--- config.mk ---
export PLATFORM = sky130hd
export DESIGN_NAME = fetch_stage
export DESIGN_NICKNAME = d
export VERILOG_FILES = /design/src/rtl/fetch_stage.sv
export SDC_FILE = /design/constraint.sdc
export NUM_CORES = 1
export LEC_CHECK = 0
export CORE_ASPECT_RATIO = 0.8
export CORE_MARGIN = 2
export CORE_UTILIZATION = 42
export CTS_BUF_LIST = sky130_fd_sc_hd__clkbuf_8
export CTS_CLUSTER_SIZE = 14
export DETAILED_ROUTE_END_ITERATION = 7
export GPL_TIMING_DRIVEN = 0
export PLACE_DENSITY = 0.67
export SYNTH_ARGS = -nofsm -noshare
export SYNTH_HDL_FRONTEND = slang
export SYNTH_SLANG_ARGS = --single-unit
--- constraint.sdc ---
create_clock -name clk -period 2.3 [get_ports clk]
set_input_delay 0.46 -clock clk [delete_from_list [all_inputs] [get_ports clk]]
set_output_delay 0.46 -clock clk [all_outputs]
set_load 0.05 [all_outputs]
--- src/rtl/fetch_stage.sv ---
// Instruction fetch: owns the PC, one outstanding imem read,
// IF/ID register with a one-entry skid buffer for decode stalls.
module fetch_stage #(
  parameter int ADDR_W = 32,
  parameter int INSTR_W = 32,
  parameter logic [ADDR_W-1:0] RESET_PC = '0,
  parameter logic [ADDR_W-1:0] PC_STEP = ADDR_W'(4)
) (
  input  logic               clk,
  input  logic               rst,
  output logic               imem_req,
  output logic [ADDR_W-1:0]  imem_addr,
  input  logic [INSTR_W-1:0] imem_rdata,
  input  logic               imem_valid,
  input  logic               stall,
  input  logic               redirect,
  input  logic [ADDR_W-1:0]  redirect_pc,
  output logic [INSTR_W-1:0] instr_out,
  output logic [ADDR_W-1:0]  pc_out,
  output logic [5:0]         opcode_out,
  output logic               valid_out,
  output logic [31:0]        fetch_count
);

  typedef enum logic [1:0] {
    START,
    FETCH,
    HOLD,
    DRAIN
  } state_t;

  state_t             state, state_d;
  logic [ADDR_W-1:0]  pc_reg, pc_d;
  logic [ADDR_W-1:0]  drain_addr, drain_d;
  logic [INSTR_W-1:0] instr_q, instr_d;
  logic [ADDR_W-1:0]  pc_q, pcq_d;
  logic               valid_q, valid_d;
  logic [31:0]        cnt_q, cnt_d;
  logic [INSTR_W-1:0] skid_instr, skid_instr_d;
  logic [ADDR_W-1:0]  skid_pc, skid_pc_d;

  always_ff @(posedge clk) begin
    if (rst) begin
      state      <= START;
      pc_reg     <= RESET_PC;
      drain_addr <= '0;
      instr_q    <= '0;
      pc_q       <= '0;
      valid_q    <= 1'b0;
      cnt_q      <= '0;
      skid_instr <= '0;
      skid_pc    <= '0;
    end else begin
      state      <= state_d;
      pc_reg     <= pc_d;
      drain_addr <= drain_d;
      instr_q    <= instr_d;
      pc_q       <= pcq_d;
      valid_q    <= valid_d;
      cnt_q      <= cnt_d;
      skid_instr <= skid_instr_d;
      skid_pc    <= skid_pc_d;
    end
  end

  always_comb begin
    state_d      = state;
    pc_d         = pc_reg;
    drain_d      = drain_addr;
    instr_d      = instr_q;
    pcq_d        = pc_q;
    valid_d      = valid_q;
    cnt_d        = cnt_q;
    skid_instr_d = skid_instr;
    skid_pc_d    = skid_pc;
    unique case (state)
      START: state_d = FETCH;
      FETCH: begin
        if (redirect) begin
          pc_d         = redirect_pc;
          valid_d      = 1'b0;
          skid_instr_d = '0;
          skid_pc_d    = '0;
          if (!imem_valid) begin
            state_d = DRAIN;
            drain_d = pc_reg;
          end
        end else if (imem_valid) begin
          pc_d = pc_reg + PC_STEP;
          if (stall && valid_q) begin
            skid_instr_d = imem_rdata;
            skid_pc_d    = pc_reg;
            state_d      = HOLD;
          end else begin
            instr_d = imem_rdata;
            pcq_d   = pc_reg;
            valid_d = 1'b1;
            cnt_d   = cnt_q + 32'd1;
          end
        end else if (!stall) begin
          // decode took the word and nothing new arrived: bubble
          valid_d = 1'b0;
        end
      end
      HOLD: begin
        if (redirect) begin
          pc_d         = redirect_pc;
          valid_d      = 1'b0;
          skid_instr_d = '0;
          skid_pc_d    = '0;
          state_d      = FETCH;
        end else if (!stall) begin
          instr_d = skid_instr;
          pcq_d   = skid_pc;
          cnt_d   = cnt_q + 32'd1;
          state_d = FETCH;
        end
      end
      DRAIN: begin
        if (redirect) begin
          pc_d    = redirect_pc;
          valid_d = 1'b0;
        end
        if (imem_valid) state_d = FETCH;
      end
    endcase
  end

  assign imem_req    = (state == FETCH) || (state == DRAIN);
  assign imem_addr   = (state == DRAIN) ? drain_addr : pc_reg;
  assign instr_out   = instr_q;
  assign pc_out      = pc_q;
  assign opcode_out  = instr_q[INSTR_W-1:INSTR_W-6];
  assign valid_out   = valid_q;
  assign fetch_count = cnt_q;

endmodule

==> out/metrics.csv <==
stage,metric,value,unit
global_routing,final global-route overflow total,0,
worst_setup_path,crit path from,state[1],
clock_tree,Max clock buf depth,3,
cells_and_area,area of the multi-input gates,5500,µm²
placement,PortBufs,203,
worst_setup_path,cell breakdown of the critical path,buf_4 > buf_4 > nand2b_4 > o32a_1 > or4_4 > or3_1 > a21oi_1,
yosys,ys flop type,dfxtp_1,
clock_tree,# H-tree levels,2,
timing,crit share post-route,101,%
worst_setup_path,critical path peak fanout,5,
run_status,status,"complete, but fails checks",
worst_setup_path,Startpoint Class,flip-flop,
die,core area,24300,µm²
yosys,leading area contributor after synthesis,dfxtp_1,
placement,"worst slack, placed",-1.33,ns
die,Cell Rows,51,
min_path,hold crit path type,in2reg,
timing,Worst-Margin Slew,0.748,ns
clock_tree,CTS sink count,227,
pwr,P per Cell Area,679,nW/µm²
route,via count,11100,
route,Via-to-Cell Ratio,5.70,
timing,Slew Limit Fails,0,
yosys,Yosys top cell area share,43.8,%
clock_tree,"Hold-fix buffers, CTS",0,
yosys,synth top area cells,"dfxtp_1, nand2_1, a21oi_1, a311oi_1, nand3_1",
yosys,Synth Net Count,1416,
clock_tree,Root Driver,clkbuf_8,
route,total wire length,36400,µm
yosys,Seq cells post-synth,227,
die,Die Span Y,145,µm
timing,final hold viol count,0,
cells_and_area,register area,4560,µm²
timing,RSZ-0062 raised after global routing,yes,
job,MaxCap Viol Count,0,
yosys,top post-synthesis cells by count,"nand2_1, dfxtp_1, a21oi_1, nor2_1, clkbuf_1",
cells_and_area,fin cells,1946,
route,Detailed Routing Iterations Pass 1,7,
worst_setup_path,Worst Path Required,2.75,ns
worst_setup_path,crit-path leading delay family,simple AND/OR/NAND/NOR gates,
global_routing,GR Util met3,4.53,%
timing,setup tns final,-0.0323,ns
worst_setup_path,critical path data arrival time,2.76,ns
route,# DRC,0,
worst_setup_path,worst path buffer plus inverter count,2,
yosys,Post-synth EDFFs,0,
timing,final worst slack,-0.0167,ns
worst_setup_path,Worst path slowest cell,or4_4,
yosys,Unique masters post-synth,53,
worst_setup_path,cell mode on critical path,buf_4,
cells_and_area,share of layout cells above drive strength 1,13.5,%
global_routing,GR peak layer,met2,
cells_and_area,Layout Nets,1668,
clock_tree,"Clk Latency, worst-skew pair",0.54,ns
global_routing,initial antenna violation count,1,
pwr,Max IR drop VDD,0.302,mV
worst_setup_path,critical path type,reg2reg,
worst_setup_path,reg2reg start,state[1],
cells_and_area,fillcell total,2257,
route,DR iter-0 viols,1263,
clock_tree,CTS tree,built,
worst_setup_path,Setup crit end kind,flip-flop,
timing,Final min period,2.32,ns
die,Initial Util,42.6,%
yosys,"Seq/Total Area, Yosys",43.8,%
placement,Post-DP HPWL,25500,µm
route,WL/cell,18.7,µm
timing,Fmax,432,MHz
yosys,ys async rst share,0,%
route,ANT nets after route,0,
placement,global placement routability congestion,0.906,
yosys,Mapped Cells,1345,
timing,Rel. slew slack,50.1,%
yosys,yosys warns,0,
die,I/O pins,205,
clock_tree,CTS Buf Count,39,
yosys,most common cell in the netlist,nand2_1,
die,die area,26000,µm²
global_routing,met1 usage,38.9,%
min_path,hold wc startpoint,stall,
timing,Final setup viols,2,
run_status,failing checks,negative setup slack,
global_routing,largest net degree at the start of global routing,11,
clock_tree,clk slew on worst S/H paths,0.06,ns
global_routing,first-pass GRT wire length,55200,µm
global_routing,vias in the first global route,10000,
timing,Final Skew,0.0208,ns
die,Die W,180,µm
global_routing,met2 Use GR,39.0,%
yosys,Mapped Avg Cell Area,7.71,µm²
pwr,cell leakage power,0.00517,µW
cells_and_area,Layout Area Growth over Synthesis,37.1,%
placement,DP Cell Count,1866,
worst_setup_path,max incr delay on CP,0.61,ns
global_routing,GRT Total Usage,26.5,%
yosys,synthesized cell area,10400,µm²
## path summary, 6_finish.rpt
check / end / slack [ns] / cells past startpoint
max: fetch_count[18] / -0.02 / 7
min: state[0] / 0.36 / 2
max reg2reg: fetch_count[18] / -0.02 / 7
min reg2reg: skid_instr[18] / 0.45 / 2
## where the power goes
part           internal, µW  leakage (µW)  switching (µW)  total [µW]
clock network          2020      0.000466            1690        3710
logic                   618       0.00285            1110        1720
registers              4080       0.00185             132        4210
## cell usage in the layout (no fill, tap or decap), types with 9 or more instances in the layout
cell | synthesis | layout
a21oi_1 | 126 | 126
a311oi_1 | 66 | 66
a32oi_1 | 9 | 9
and3_1 | 11 | 11
and4_1 | 9 | 9
buf_2 | 4 | 10
buf_4 | 6 | 21
buf_6 | 0 | 12
buf_8 | 0 | 25
clkbuf_1 | 110 | 77
clkbuf_2 | 0 | 26
clkbuf_8 | 0 | 52
clkdlybuf4s50_1 | 0 | 155
dfxtp_1 | 227 | 221
inv_1 | 8 | 23
mux2_2 | 34 | 10
mux2_4 | 0 | 24
nand2_1 | 309 | 308
nand3_1 | 92 | 92
nand4_1 | 20 | 20
nor2_1 | 119 | 116
nor3_1 | 16 | 14
nor4_1 | 16 | 11
o21ai_0 | 22 | 22
or3_1 | 11 | 10
xnor2_1 | 17 | 17
## metal layers
layer	vias to the layer above	share of wire, %	wire length [µm]
li1	5222	-	-
met3	65	9.5	3460
met1	5222	46	16600
met2	576	42	15400
met4	0	2.4	884
met5	-	0	0
## cell families after synthesis
logic type	count (synthesis)	synth area share, %
AOI/OAI and AO/OA	274	17.3
muxes	40	4.27
xor gates and xnor gates	21	1.77
DFF	227	43.8
and+or+nand+nor	635	27.1
buffers and inverters	146	5.55
adders and majority gates	2	0.241
## through the flow
stage	hold WS [ns]	cell area, µm²	total power [µW]	util [%]
2_1_floorplan	0.432	10400	5250	-
3_3_place_gp	0.438	12800	5870	52.6
3_5_place_dp	0.444	12800	5880	52.6
4_1_cts	0.324	13900	9600	57.4
5_1_grt	0.385	14200	9980	58.4
6_report	0.363	14200	9640	58.5
## repair_timing
| action | CTS | global route |
|---|---|---|
| gates resized for setup | 288 | 117 |
| cloned | 2 | 1 |
| pin swaps | 2 | 8 |
| endpoints found under the setup margin | 230 | 198 |
| setup buffers | 10 | 6 |
## final cells by class
type	instances	area share, %
Timing Repair Buffer	220	16.3
Buffer	129	4.24
Tap cell	318	2.80
Sequential cell	227	32.1
Clock inverter	19	0.581
Inverter	8	0.211
Multi-Input combinational cell	972	38.7
Antenna cell	1	0.0176
Clock buffer	52	5.04
Note: power is estimated with default switching activity, not from simulation.
